**src/rtl/rvc_asap_5pl_dma_copy.sv**
```systemverilog
// Word-copy DMA initiator. Reads a block of 32-bit words from a source range
// and writes them to a destination range through the same request interface
// the core uses towards the memory wrapper. Requests are decoded from state
// only, so Grant never reaches a request output combinationally.
module rvc_asap_5pl_dma_copy #(
   parameter int LEN_W  = 16,
   parameter int ADDR_W = 32
) (
   input  logic              Clock,
   input  logic              Rst,
   input  logic              Start,
   input  logic [ADDR_W-1:0] SrcAddr,
   input  logic [ADDR_W-1:0] DstAddr,
   input  logic [LEN_W-1:0]  Length,
   input  logic              Grant,
   input  logic [31:0]       DmaRdData,
   output logic [ADDR_W-1:0] DmaAddr,
   output logic [31:0]       DmaWrData,
   output logic [3:0]        DmaByteEn,
   output logic              DmaWrEn,
   output logic              DmaRdEn,
   output logic              Busy,
   output logic              Done,
   output logic [LEN_W-1:0]  WordCnt
);

   typedef enum logic [2:0] {
      IDLE   = 3'd0,
      RD_REQ = 3'd1,
      RD_CAP = 3'd2,
      WR_REQ = 3'd3,
      DONE   = 3'd4
   } state_t;

   state_t            state_q, state_d;
   logic [ADDR_W-1:0] src_q, src_d;
   logic [ADDR_W-1:0] dst_q, dst_d;
   logic [LEN_W-1:0]  len_q, len_d;
   logic [LEN_W-1:0]  cnt_q, cnt_d;
   logic [31:0]       data_q, data_d;
   logic [LEN_W-1:0]  cntInc;

   assign cntInc = cnt_q + LEN_W'(1);

   // State and datapath registers; reset abandons any transfer in flight
   always_ff @(posedge Clock or negedge Rst) begin
      if (!Rst) begin
         state_q <= IDLE;
         src_q   <= '0;
         dst_q   <= '0;
         len_q   <= '0;
         cnt_q   <= '0;
         data_q  <= '0;
      end else begin
         state_q <= state_d;
         src_q   <= src_d;
         dst_q   <= dst_d;
         len_q   <= len_d;
         cnt_q   <= cnt_d;
         data_q  <= data_d;
      end
   end

   // Next-state and datapath update; Start is only looked at in IDLE
   always_comb begin
      state_d = state_q;
      src_d   = src_q;
      dst_d   = dst_q;
      len_d   = len_q;
      cnt_d   = cnt_q;
      data_d  = data_q;
      case (state_q)
         IDLE: begin
            if (Start) begin
               cnt_d = '0;
               if (Length != '0) begin
                  src_d   = {SrcAddr[ADDR_W-1:2], 2'b00};
                  dst_d   = {DstAddr[ADDR_W-1:2], 2'b00};
                  len_d   = Length;
                  state_d = RD_REQ;
               end else begin
                  state_d = DONE;
               end
            end
         end
         RD_REQ: begin
            if (Grant) begin
               state_d = RD_CAP;
            end
         end
         RD_CAP: begin
            data_d  = DmaRdData;
            src_d   = src_q + ADDR_W'(4);
            state_d = WR_REQ;
         end
         WR_REQ: begin
            if (Grant) begin
               dst_d   = dst_q + ADDR_W'(4);
               cnt_d   = cntInc;
               state_d = (cntInc == len_q) ? DONE : RD_REQ;
            end
         end
         DONE: begin
            state_d = IDLE;
         end
         default: begin
            state_d = IDLE;
         end
      endcase
   end

   // Moore output decode from the current state only
   always_comb begin
      DmaAddr   = '0;
      DmaWrData = '0;
      DmaByteEn = 4'h0;
      DmaWrEn   = 1'b0;
      DmaRdEn   = 1'b0;
      Busy      = 1'b0;
      Done      = 1'b0;
      case (state_q)
         RD_REQ: begin
            DmaRdEn = 1'b1;
            DmaAddr = src_q;
            Busy    = 1'b1;
         end
         RD_CAP: begin
            Busy = 1'b1;
         end
         WR_REQ: begin
            DmaWrEn   = 1'b1;
            DmaByteEn = 4'hF;
            DmaAddr   = dst_q;
            DmaWrData = data_q;
            Busy      = 1'b1;
         end
         DONE: begin
            Done = 1'b1;
         end
         default: begin
            Busy = 1'b0;
         end
      endcase
   end

   assign WordCnt = cnt_q;

endmodule

```
**config.mk**
```make
export PLATFORM = sky130hd
export DESIGN_NAME = rvc_asap_5pl_dma_copy
export DESIGN_NICKNAME = d
export VERILOG_FILES = /design/src/rtl/rvc_asap_5pl_dma_copy.sv
export SDC_FILE = /design/constraint.sdc
export NUM_CORES = 1
export LEC_CHECK = 0
export CORE_MARGIN = 2
export CORE_UTILIZATION = 40
export DETAILED_ROUTE_END_ITERATION = 10
export GPL_TIMING_DRIVEN = 1
export PLACE_DENSITY = 0.78
export SYNTH_ARGS = -nofsm -noshare
export SYNTH_HDL_FRONTEND = slang
export SYNTH_SLANG_ARGS = --single-unit
```
**constraint.sdc**
```tcl
create_clock -name Clock -period 2.79 [get_ports Clock]
set_input_delay 0.4185 -clock Clock [delete_from_list [all_inputs] [get_ports Clock]]
set_output_delay 0.4185 -clock Clock [all_outputs]
set_load 0.05 [all_outputs]
```
==> PnR_summary.wiki, run 1 <==
{| class="wikitable"
! Metric !! Value
|-
| Level count of the clock H-tree || 4
|-
| Worst vdd ir || 0.00120 V
|-
| Maximum net fanout on the critical path || 61
|-
| Area share of the leading cell type in the synthesized netlist || 0.441
|-
| Sequential fraction of the synthesis area || 0.441
|-
| Asr flop ratio synth || 1.00
|-
| Detailed placement HPWL || approximately 16000 um
|-
| Core Area || between 15000 and 20000 sq um
|-
| Final Cell Area || 10800 sq um
|-
| Unique masters post-synth || 61
|-
| End of the worst register-to-register path || state_q[0]
|-
| Fraction of final layout cells with drive strength greater than 1 || 0.132
|-
| Overall die area || 19100 sq um
|-
| Number of enable-type register cells in the synthesized netlist || 0
|-
| Unrepaired setup endpoints after global routing || false
|-
| Type of the worst setup path || register to primary output
|-
| R2R setup slack || around 0.23 ns
|-
| Post-Route Skew || 0.00724 ns
|-
| Initial DRC Count || 619
|-
| Top achievable clock speed || 381 MHz
|-
| Clock network fraction of total power || 0.165
|-
| Pin slew with the least headroom to its limit || 0.679 ns
|-
| # port buffers || between 150 and 200
|-
| Status || finished clean
|-
| Total of endpoints with negative setup slack in the final report || 0
|-
| Clock tree from TritonCTS || built
|-
| Via density per instance || 5.51
|-
| Vertical die dimension || 138 um
|-
| Number of register bits inferred by synthesis || ~130
|-
| Kind of start point of the critical path || register
|-
| Die X || around 140 um
|-
| Power Internal || between 7 and 8 mW
|-
| Layout overhead on the synthesized area || 49.4%
|-
| Final critical-path share of the clock period || 0.941
|-
| Number of cells in the finished layout apart from fillers || ~1300
|-
| WL per Instance || 16.8 um
|-
| Part of the power in combinational logic || 0.599
|-
| Clock Path Buffers || 2
|-
| Number of buffers created by CTS || 17
|-
| Initial antenna violation count || 3
|-
| Mean cell area of the mapped netlist || 8.04 sq um
|-
| Insertion delay of the later-clocked pin in the worst-skew pair || 0.42 ns
|-
| Sum of negative setup slack || 0 ns
|-
| Area contributors post-synth || sky130_fd_sc_hd__dfrtp_1 (44%), sky130_fd_sc_hd__nand2_1 (13%), sky130_fd_sc_hd__o21ai_0 (3.7%), sky130_fd_sc_hd__a21oi_1 (3.5%), sky130_fd_sc_hd__and2_1 (3.5%)
|-
| Final hold violations || 0
|-
| Mapped Area || slightly above 7000 sq um
|-
| Initial core utilization || 0.404
|-
| Routability Congestion || 0.869
|-
| Min-Delay Endpoint || data_q[1]
|-
| Maximum number of pins on one net before global-route repair || 62
|-
| Relative contribution of sequential cells to total power || 0.236
|-
| DR pass1 iterations || 5
|-
| Cell type of the slowest stage on the worst timing path || sky130_fd_sc_hd__dfrtp_1
|-
| Biggest area consumer among synthesized cells || sky130_fd_sc_hd__dfrtp_1
|-
| Post CTS Setup Buffer Count || 0
|-
| Library cell appearing most often on the critical path || sky130_fd_sc_hd__buf_12
|-
| Max Cap Viol || 0
|-
| Required time at the worst-slack endpoint || around 2.4 ns
|-
| Worst hold path type || register to register
|-
| Global-route wire length before repair || 36200 um
|-
| Hold Crit Start || data_q[1]
|-
| Max stage delay on crit path || 0.53 ns
|-
| Clock root buffer master || sky130_fd_sc_hd__clkbuf_16
|-
| DRC violations left || 0
|-
| Total power density per cell area || roughly 1300 nW/um^2
|-
| Number of max-slew violations in the final report || 0
|-
| Net switching power of the design || 6.56 mW
|-
| Number of instances in the synthesized netlist || between 800 and 900
|-
| Final nets || 1195
|-
| Boundary Pins || between 200 and 250
|-
| Critical Path, Cell by Cell || nand3b_1, clkinv_2, buf_12, a22o_1, buf_12
|-
| Total number of vias || approximately 7300
|-
| Number of rows in the core area || 49
|-
| Antenna violation net count after detailed routing || 0
|-
| Endpoint class of the critical path || primary output
|-
| Placement-stage cell area || 10100 sq um
|-
| Sum of overflow across all layers after global routing || 0
|-
| CTS clk-pin slew, worst paths || 0.06 ns
|-
| Filler cells || 1459
|-
| Inst Count DP || 1285
|-
| Total GRT Usage || 0.232
|-
| Most used flip-flop cell after synthesis || sky130_fd_sc_hd__dfrtp_1
|-
| Relative slew slack || 0.545
|-
| Switching share of total power || 0.453
|-
| Worst R2R Path Depth || 7
|-
| Total wirelength of the detailed-routed design || 22200 um
|-
| Number of clock sinks || ~130
|-
| Arr. time, crit path || 2.21 ns
|-
| Total number of yosys warnings || 0
|-
| Vias in the first global route || 6940
|-
| Worst reg2reg startpoint || WordCnt[0]
|-
| Time the final worst path needs with I/O delays and setup || ~2.6 ns
|-
| Number of cells on the worst hold path || 2
|-
| Static leakage power || 4.53 nW
|}
## critical path: cells and delay by family, from the launching register on
family / cells / cell delay, ns
compound gates: 1 / 0.31
buf+inv: 3 / 0.70
flops: 1 / 0.53
simple gates: 1 / 0.21
## power by group through the flow
stage / Sequential (mW) / Clock (mW) / Combinational [mW]
after floorplan: 3.23 / 0 / 5.00
after detailed placement: 3.42 / 0 / 8.66
after global routing: 3.53 / 2.51 / 9.20
after CTS: 3.40 / 2.41 / 8.70
final: 3.42 / 2.39 / 8.67
after global placement: 3.37 / 0 / 8.55
## sequential cells by signal, summed over array words and instances, names as in the netlist
signal,count
src_q,30
WordCnt,16
dst_q,30
len_q,16
data_q,32
state_q,3
## cells by family (layout without fill, tap and decap cells)
group,after synthesis,count (layout),share of synthesized area
compound gates,205,205,0.183
xor+xnor,30,30,0.0364
fa+ha+maj,3,3,0.00521
buf+inv,70,261,0.0413
flops,127,127,0.441
other cells,1,3,0.000520
simple gates,461,461,0.293
## worst max path at each step
stage | endpoint | slack [ns] | start
after floorplan | DmaAddr[24] | 0.16 | state_q[0]
after global placement | src_q[25] | 0.24 | Length[7]
after CTS | DmaAddr[10] | 0.13 | state_q[2]
after detailed placement | src_q[25] | 0.16 | Length[7]
after global routing | state_q[0] | 0.004 | WordCnt[0]
final | DmaAddr[14] | 0.17 | state_q[2]
## cell usage after synthesis (4+ instances only)
cell	count
sky130_fd_sc_hd__a22o_1	20
sky130_fd_sc_hd__and3_1	7
sky130_fd_sc_hd__buf_1	8
sky130_fd_sc_hd__and2_1	40
sky130_fd_sc_hd__clkbuf_1	38
sky130_fd_sc_hd__nand2_1	244
sky130_fd_sc_hd__dfrtp_1	127
sky130_fd_sc_hd__or2_2	4
sky130_fd_sc_hd__o211ai_1	11
sky130_fd_sc_hd__o21ai_0	53
sky130_fd_sc_hd__a31oi_1	5
sky130_fd_sc_hd__nor3_1	15
sky130_fd_sc_hd__a211oi_1	7
sky130_fd_sc_hd__buf_4	7
sky130_fd_sc_hd__or3_1	4
sky130_fd_sc_hd__nor2_1	63
sky130_fd_sc_hd__o21ai_1	4
sky130_fd_sc_hd__inv_1	9
sky130_fd_sc_hd__a2bb2oi_1	8
sky130_fd_sc_hd__and4_1	5
sky130_fd_sc_hd__nand4_1	11
sky130_fd_sc_hd__o22ai_1	16
sky130_fd_sc_hd__o311ai_0	4
sky130_fd_sc_hd__nor4_1	10
sky130_fd_sc_hd__buf_2	7
sky130_fd_sc_hd__xor2_1	10
sky130_fd_sc_hd__nand3_1	41
sky130_fd_sc_hd__xnor2_1	20
sky130_fd_sc_hd__a21oi_1	50
## cells in the final DEF, fill, tap and decap left out, types with 3 or more instances in the layout
master                            instances
sky130_fd_sc_hd__o21ai_0                 53
sky130_fd_sc_hd__clkinv_2                 4
sky130_fd_sc_hd__and3_1                   7
sky130_fd_sc_hd__o221a_2                  3
sky130_fd_sc_hd__buf_12                  73
sky130_fd_sc_hd__buf_4                   17
sky130_fd_sc_hd__nand2_1                244
sky130_fd_sc_hd__or3_1                    4
sky130_fd_sc_hd__o21ai_1                  4
sky130_fd_sc_hd__a21oi_1                 50
sky130_fd_sc_hd__a22o_1                  20
sky130_fd_sc_hd__bufinv_16                4
sky130_fd_sc_hd__a31oi_1                  5
sky130_fd_sc_hd__clkdlybuf4s50_1        128
sky130_fd_sc_hd__and4_1                   5
sky130_fd_sc_hd__nor2_1                  63
sky130_fd_sc_hd__clkinvlp_4               5
sky130_fd_sc_hd__clkbuf_16               17
sky130_fd_sc_hd__xnor2_1                 20
sky130_fd_sc_hd__nand3_1                 41
sky130_fd_sc_hd__inv_1                    9
sky130_fd_sc_hd__o211ai_1                11
sky130_fd_sc_hd__a2bb2oi_1                8
sky130_fd_sc_hd__o22ai_1                 16
sky130_fd_sc_hd__ha_1                     3
sky130_fd_sc_hd__or2_2                    4
sky130_fd_sc_hd__and2_1                  40
sky130_fd_sc_hd__a211oi_1                 7
sky130_fd_sc_hd__dfrtp_1                127
sky130_fd_sc_hd__xor2_1                  10
sky130_fd_sc_hd__nor3_1                  15
sky130_fd_sc_hd__nor4_1                  10
sky130_fd_sc_hd__nand4_1                 11
sky130_fd_sc_hd__a21oi_2                  3
sky130_fd_sc_hd__o32ai_1                  3
sky130_fd_sc_hd__or4_1                    3
sky130_fd_sc_hd__o311ai_0                 4
## timing repair
action / 4_1_cts / 5_1_grt
hold buffers: 1 / 0
gates resized for setup: 0 / 1
setup endpoints to repair: 0 / 2
endpoints found under the hold margin: 33 / 0
## layer usage
metal	track usage	wire length, um	up-vias
li1	-	-	3483
met1	0.310	9380	3445
met2	0.364	10500	319
met3	0.0835	2020	21
met4	0.0548	263	4
met5	0	27	-
## layout make-up
type / count / area (sq um) / area share
antenna: 1 / 2.50 / 0.000232
clock buffer: 18 / 439 / 0.0408
clock inverter: 14 / 190 / 0.0177
inverter: 10 / 38.8 / 0.00360
multi-input combinational: 701 / 3750 / 0.349
sequential: 127 / 3180 / 0.295
tap: 229 / 287 / 0.0266
timing repair buffer: 219 / 2880 / 0.267
## metrics by stage
step | util | power, mW | hold WS, ns | setup WS [ns]
final | 0.604 | 14.5 | 0.461 | 0.165
after global routing | 0.604 | 15.2 | 0.480 | 0.00407
after CTS | 0.603 | 14.5 | 0.468 | 0.127
after detailed placement | 0.568 | 12.1 | 0.414 | 0.158
after global placement | 0.568 | 11.9 | 0.412 | 0.243
after floorplan | - | 8.23 | 0.123 | 0.156
No activity file was read; power rests on OpenSTA's default activity.
==> run 2, diff against run 1 <==
- CAP_MARGIN: not set -> 20
==> results of run 2 <==
No change in the layout: final DEF, timing and power equal those of run 1.
